`src/rtl/vae_reparam_sampler_if.sv`:
```
// Handshake bundle around the reparameterisation sampler: encoder-side mu/logvar,
// noise-generator enable/eps, and decoder-side z.
interface vae_reparam_sampler_if #(
    parameter int DATA_W = 16
);
    logic              in_valid;
    logic              in_ready;
    logic [DATA_W-1:0] mu;
    logic [DATA_W-1:0] logvar;
    logic              gauss_en;
    logic [DATA_W-1:0] eps;
    logic              out_valid;
    logic              out_ready;
    logic [DATA_W-1:0] z;

    modport slave (
        input  in_valid, mu, logvar, eps, out_ready,
        output in_ready, gauss_en, out_valid, z
    );

    modport master (
        output in_valid, mu, logvar, eps, out_ready,
        input  in_ready, gauss_en, out_valid, z
    );
endinterface

```
`src/rtl/vae_reparam_sampler.sv`:
```
// VAE reparameterisation z = mu + exp(logvar/2)*eps, Q4.12, one sample in flight.
// Latency: out_valid 4 edges after accept; holds z under backpressure, in_ready only in IDLE.
module vae_reparam_sampler #(
    parameter int DATA_W     = 16,
    parameter int FRAC_W     = 12,
    parameter int LOG2E_HALF = 2955
) (
    input  logic                 clk,
    input  logic                 rst,
    vae_reparam_sampler_if.slave bus
);
    localparam int PROD_W = 2 * DATA_W;
    // Largest exponent whose shifted 13-bit mantissa still fits below the sign bit
    localparam int SHMAX  = DATA_W - FRAC_W - 2;
    localparam logic signed [DATA_W-1:0] L2E     = DATA_W'(LOG2E_HALF);
    localparam logic        [DATA_W-1:0] POS_MAX = {1'b0, {(DATA_W-1){1'b1}}};
    localparam logic        [DATA_W-1:0] NEG_MIN = {1'b1, {(DATA_W-1){1'b0}}};
    localparam logic signed [PROD_W-1:0] ZMAX    = PROD_W'((2 ** (DATA_W - 1)) - 1);
    localparam logic signed [PROD_W-1:0] ZMIN    = -ZMAX - PROD_W'(1);

    typedef enum logic [2:0] {IDLE, DRAW, LATCH, EXP, MUL, OUT} state_t;

    state_t                    state_q;
    logic                      in_ready_q, gauss_en_q, out_valid_q;
    logic signed [DATA_W-1:0]  mu_q, logvar_q, eps_q;
    logic signed [PROD_W-1:0]  t_q;
    logic        [DATA_W-1:0]  sigma_q, z_q;

    logic signed [PROD_W-1:0]  lprod, t_d, k, nk, sprod, scaled, s;
    logic        [FRAC_W:0]    mant;
    logic        [DATA_W-1:0]  sigma_d, z_d;

    always_comb begin
        lprod = PROD_W'(logvar_q) * PROD_W'(L2E);
        t_d   = lprod >>> FRAC_W;

        // 2^t ~= 2^k * (1 + f), linear between integer exponents
        k    = t_q >>> FRAC_W;
        nk   = -k;
        mant = {1'b1, t_q[FRAC_W-1:0]};
        if (k > SHMAX)
            sigma_d = POS_MAX;
        else if (k >= 0)
            sigma_d = DATA_W'(mant) << k;
        else
            sigma_d = DATA_W'(mant >> nk);

        sprod  = PROD_W'($signed({1'b0, sigma_q})) * PROD_W'(eps_q);
        scaled = sprod >>> FRAC_W;
        s      = PROD_W'(mu_q) + scaled;
        if (s > ZMAX)
            z_d = POS_MAX;
        else if (s < ZMIN)
            z_d = NEG_MIN;
        else
            z_d = s[DATA_W-1:0];
    end

    always_ff @(posedge clk or negedge rst) begin
        if (!rst) begin
            state_q     <= IDLE;
            in_ready_q  <= 1'b1;
            gauss_en_q  <= 1'b0;
            out_valid_q <= 1'b0;
            mu_q        <= '0;
            logvar_q    <= '0;
            eps_q       <= '0;
            t_q         <= '0;
            sigma_q     <= '0;
            z_q         <= '0;
        end else begin
            case (state_q)
                IDLE: if (bus.in_valid) begin
                    mu_q       <= $signed(bus.mu);
                    logvar_q   <= $signed(bus.logvar);
                    in_ready_q <= 1'b0;
                    gauss_en_q <= 1'b1;
                    state_q    <= DRAW;
                end
                DRAW: begin
                    gauss_en_q <= 1'b0;
                    state_q    <= LATCH;
                end
                // generator output has settled one edge after the draw request
                LATCH: begin
                    eps_q   <= $signed(bus.eps);
                    t_q     <= t_d;
                    state_q <= EXP;
                end
                EXP: begin
                    sigma_q <= sigma_d;
                    state_q <= MUL;
                end
                MUL: begin
                    z_q         <= z_d;
                    out_valid_q <= 1'b1;
                    state_q     <= OUT;
                end
                OUT: if (bus.out_ready) begin
                    out_valid_q <= 1'b0;
                    in_ready_q  <= 1'b1;
                    state_q     <= IDLE;
                end
                default: begin
                    in_ready_q  <= 1'b1;
                    gauss_en_q  <= 1'b0;
                    out_valid_q <= 1'b0;
                    state_q     <= IDLE;
                end
            endcase
        end
    end

    assign bus.in_ready  = in_ready_q;
    assign bus.gauss_en  = gauss_en_q;
    assign bus.out_valid = out_valid_q;
    assign bus.z         = z_q;
endmodule

```
`src/flat_wrapper.sv`:
```
// flat-port wrapper written by rule: the top's interface ports become plain ports
module vae_reparam_sampler_flat 
#(
    parameter int DATA_W     = 16,
    parameter int FRAC_W     = 12,
    parameter int LOG2E_HALF = 2955
)
  (clk, rst, bus_in_valid, bus_mu, bus_logvar, bus_eps, bus_out_ready, bus_in_ready, bus_gauss_en, bus_out_valid, bus_z);
  vae_reparam_sampler_if #(.DATA_W(DATA_W)) bus_i ();
  input  logic clk;
  input  logic rst;
  input wire logic [$bits(bus_i.in_valid)-1:0] bus_in_valid;
  input wire logic [$bits(bus_i.mu)-1:0] bus_mu;
  input wire logic [$bits(bus_i.logvar)-1:0] bus_logvar;
  input wire logic [$bits(bus_i.eps)-1:0] bus_eps;
  input wire logic [$bits(bus_i.out_ready)-1:0] bus_out_ready;
  output wire logic [$bits(bus_i.in_ready)-1:0] bus_in_ready;
  output wire logic [$bits(bus_i.gauss_en)-1:0] bus_gauss_en;
  output wire logic [$bits(bus_i.out_valid)-1:0] bus_out_valid;
  output wire logic [$bits(bus_i.z)-1:0] bus_z;
  assign bus_i.in_valid = bus_in_valid;
  assign bus_i.mu = bus_mu;
  assign bus_i.logvar = bus_logvar;
  assign bus_i.eps = bus_eps;
  assign bus_i.out_ready = bus_out_ready;
  assign bus_in_ready = bus_i.in_ready;
  assign bus_gauss_en = bus_i.gauss_en;
  assign bus_out_valid = bus_i.out_valid;
  assign bus_z = bus_i.z;
  vae_reparam_sampler #(.DATA_W(DATA_W), .FRAC_W(FRAC_W), .LOG2E_HALF(LOG2E_HALF)) u_core (.clk(clk), .rst(rst), .bus(bus_i));
endmodule
```
`config.mk`:
```
export PLATFORM = sky130hd
export DESIGN_NAME = vae_reparam_sampler_flat
export DESIGN_NICKNAME = d
export VERILOG_FILES = /design/src/rtl/vae_reparam_sampler_if.sv /design/src/rtl/vae_reparam_sampler.sv /design/src/flat_wrapper.sv
export SDC_FILE = /design/constraint.sdc
export NUM_CORES = 1
export LEC_CHECK = 0
export ABC_AREA = 1
export CAP_MARGIN = 20
export CORE_ASPECT_RATIO = 0.9
export CORE_UTILIZATION = 40
export DETAILED_ROUTE_END_ITERATION = 12
export GPL_TIMING_DRIVEN = 1
export PLACE_DENSITY = 0.62
export RECOVER_POWER = 25
export SYNTH_ARGS = -nofsm -noshare
export SYNTH_HDL_FRONTEND = slang
export SYNTH_SLANG_ARGS = --single-unit
export TNS_END_PERCENT = 20
```
`constraint.sdc`:
```
create_clock -name clk -period 17.8 [get_ports clk]
set_input_delay 5.34 -clock clk [delete_from_list [all_inputs] [get_ports clk]]
set_output_delay 5.34 -clock clk [all_outputs]
set_load 0.1 [all_outputs]
```
==> results.sh <==
export IMPL_die_height_um=211
export IMPL_h_tree_depth=3
export IMPL_grt_start_max_net_pins=53
export IMPL_overflow=0
export IMPL_wl_per_cell_um=16.0
export IMPL_crit_slowest_cell="fa_1"
export IMPL_crit_path_max_fanout=18
export IMPL_synth_edf_count=0
export IMPL_dr_first_iter_drc_count=1069
export IMPL_hold_violations=0
export IMPL_synthXorXnorAreaFrac=0.0230
export IMPL_holdBufCountCts=0
export IMPL_synthCells=2573
export IMPL_synthDistinctLibCells=53
export IMPL_clock_path_buffers=2
export IMPL_syn_area_um2=19300
export IMPL_cts_tree="done"
export IMPL_setup_viol=0
export IMPL_min_path_type="reg2reg"
export IMPL_ioPinCount=71
export IMPL_port_buffers=70
export IMPL_cts_made_buffers=9
export IMPL_finalClockSkew_ns=0.0133
export IMPL_slew_violations=91
export IMPL_synth_top_area_frac=0.269
export IMPL_syn_avg_cell_area_um2=7.51
export IMPL_vias=15917
export IMPL_end_kind="flop"
export IMPL_path_class="reg2reg"
export IMPL_die_area_um2=49200
export IMPL_grt_use_total=0.220
export IMPL_dr_pass1_iters=7
export IMPL_drc=0
export IMPL_synth_seq_cells=103
export IMPL_core_area_um2=47700
export IMPL_synth_warnings=0
export IMPL_cts_sinks=103
export IMPL_synthTopCellsByArea="fa_1 27%, ha_1 15%, dfrtp_1 13%"
export IMPL_synth_top_family_by_area="adder cells"
export IMPL_drive_gt1_frac=0.0276
export IMPL_whs_path_depth=2
export IMPL_finalCritPeriodShare=0.453
export IMPL_synthToLayoutAreaGrowth_pct=7.50
export IMPL_postRouteAntennaNets=0
export IMPL_gp_congestion=0.895
export IMPL_num_fill_cells=4876
export IMPL_hold_start="u_core.bus.in_ready"
export IMPL_async_flop_share=1.00
export IMPL_antenna_found_initial=1
export IMPL_r2r_start="u_core.eps_q[15]"
export IMPL_synth_compound_area_frac=0.0856
export IMPL_critPathMaxStageDelay_ns=0.56
export IMPL_hpwl_um=42200
export IMPL_clkLatencyLatePin_ns=0.39
export IMPL_post_cts_resized=0
export IMPL_critPathLaunchType="flop"
export IMPL_rows=76
export IMPL_synth_adder_area_share=0.419
export IMPL_maxSlewHeadroom=-1.06
export IMPL_crit_family="adder cells"
export IMPL_synth_top_cell_by_area="fa_1"
export IMPL_hold_end="u_core.bus.in_ready"
export IMPL_r2r_end="u_core.bus.z[7]"
export IMPL_clk_transition_reported_paths_ns=0.07
export IMPL_grt_pass1_wl_um=85600
export IMPL_crit_required_ns=18.04
export IMPL_worstMarginPinSlew_ns=3.09
export IMPL_synthesis_nets=3117
export IMPL_start_util=0.405
export IMPL_fmax_ghz=0.124
export IMPL_reg2reg_slack_ns=9.73
export IMPL_cp_num_buf_inv=4
export IMPL_antenna_cells=0
export IMPL_grt_pass1_vias=16692
export IMPL_nets=3113
export IMPL_synth_main_ff_cell="dfrtp_1"
export IMPL_finalWirelength_um=51200
export IMPL_rsz0062_at_grt="false"
export IMPL_synth_simple_area_share=0.191
export IMPL_cp_arrival_ns=8.31
export IMPL_root_buffer="clkbuf_16"
export IMPL_ys_seq_area_frac=0.133
export IMPL_maxCapViolCount=2
export IMPL_vias_per_cell=4.98
export IMPL_synthMuxAreaShare=0.0109
export IMPL_cts_setup_buffers=0
export IMPL_die_w_um=234
export IMPL_min_period_ns=8.07
export IMPL_violations="max-capacitance violations, max-slew violations"
export IMPL_rr_worst_depth=31
export IMPL_tns_ns=0
export IMPL_outcome="finished with violations"
[registers in the layout, indices dropped and copies added (netlist names)]
signal	flops
u_core.logvar_q	16
u_core.bus.gauss_en	1
u_core.sigma_q	16
u_core.bus.out_valid	1
u_core.t_q	17
u_core.bus.in_ready	1
u_core.eps_q	16
u_core.state_q	3
u_core.mu_q	16
u_core.bus.z	16
[logic make-up (layout without fill, tap and decap cells)]
logic type | Yosys count | after routing
xor gates and xnor gates | 50 | 50
AOI/OAI and AO/OA | 298 | 298
DFF | 103 | 103
and+or+nand+nor | 916 | 916
muxes | 19 | 19
adders and majority gates | 492 | 492
buffers and inverters | 695 | 696
[cell usage in the layout, fill, tap and decap left out, types with 4 or more instances in the layout]
master / count
ha_1: 232
xor2_1: 32
clkdlybuf4s50_1: 67
inv_1: 600
nand3_1: 65
dfrtp_1: 102
mux2_2: 16
o211ai_1: 4
nor2_1: 175
a211oi_1: 4
nand2_1: 607
nand2_2: 5
o21ai_0: 92
o21ai_1: 5
xnor2_1: 17
fa_1: 260
a31oi_1: 16
o221ai_1: 5
o21a_1: 9
clkbuf_16: 9
nor4_1: 4
a21oi_1: 138
nand4_1: 11
a21o_1: 6
or2_2: 16
o21bai_1: 6
nor3_1: 19
[tightest hold or removal path, delay by kind of cell, from the launching register on]
kind            cells  cell delay, ns
flops               1            0.37
compound gates      1            0.07
simple gates        1            0.05
[stage by stage]
step / setup WS (ns) / instances / instance area (µm²) / utilization / hold WS (ns)
after floorplan: 10.74 / 2573 / 19300 / - / 0.471
after global placement: 9.79 / 3181 / 20500 / 0.429 / 0.479
after detailed placement: 9.71 / 3181 / 20500 / 0.429 / 0.491
after CTS: 9.70 / 3197 / 20800 / 0.435 / 0.504
after global routing: 9.22 / 3198 / 20800 / 0.435 / 0.530
final: 9.73 / 3198 / 20800 / 0.435 / 0.497
[worst max path at each step]
stage / from / endpoint / slack, ns / cells after the start
finish: u_core.eps_q[15] / u_core.bus.z[7] / 9.73 / 31
floorplan: u_core.sigma_q[5] / u_core.bus.z[10] / 10.74 / 36
global route: u_core.eps_q[15] / u_core.bus.z[0] / 9.22 / 32
CTS: u_core.eps_q[15] / u_core.bus.z[8] / 9.70 / 28
global placement: u_core.sigma_q[0] / u_core.bus.z[4] / 9.79 / 29
detailed placement: u_core.eps_q[15] / u_core.bus.z[2] / 9.71 / 28
[area by class of cell]
cell class / count / area [µm²] / area share
Clock buffer: 12 / 256 / 0.0123
Tap cell: 624 / 781 / 0.0376
Inverter: 605 / 2270 / 0.109
Sequential cell: 103 / 2580 / 0.124
Multi-Input combinational cell: 1775 / 14100 / 0.679
Timing Repair Buffer: 75 / 748 / 0.0360
Clock inverter: 4 / 30.0 / 0.00145
[Yosys cell counts, types with 2 or more instances]
cell	n
inv_2	2
o21bai_1	6
or2_2	16
a31oi_1	16
nand4_1	11
inv_1	600
a211oi_1	4
buf_1	3
dfrtp_1	102
mux2_2	16
nor2_1	176
nand2_2	4
nand2_1	608
clkbuf_2	2
o21ai_0	92
o211ai_1	4
a21o_1	6
a21oi_2	2
buf_2	4
nand3_2	3
nand3_1	65
clkbuf_1	78
o21ai_1	5
nor4_1	4
buf_6	2
a21oi_1	138
clkinv_1	3
xnor2_1	17
o31ai_1	2
o221ai_1	5
fa_1	260
ha_1	232
o2111ai_1	2
o21a_1	9
and2_1	3
xor2_1	32
mux2i_1	3
nand3b_1	2
nor3_1	19
nor3_2	2
[metal layers]
layer,part of all wire,global-route usage
met1,0.48,0.305
met2,0.47,0.364
met3,0.044,0.0314
met4,0.013,0.0452
met5,0,0
Power is not shown: default switching activity piles up to over one toggle a cycle in this logic, so the estimate is an artifact.
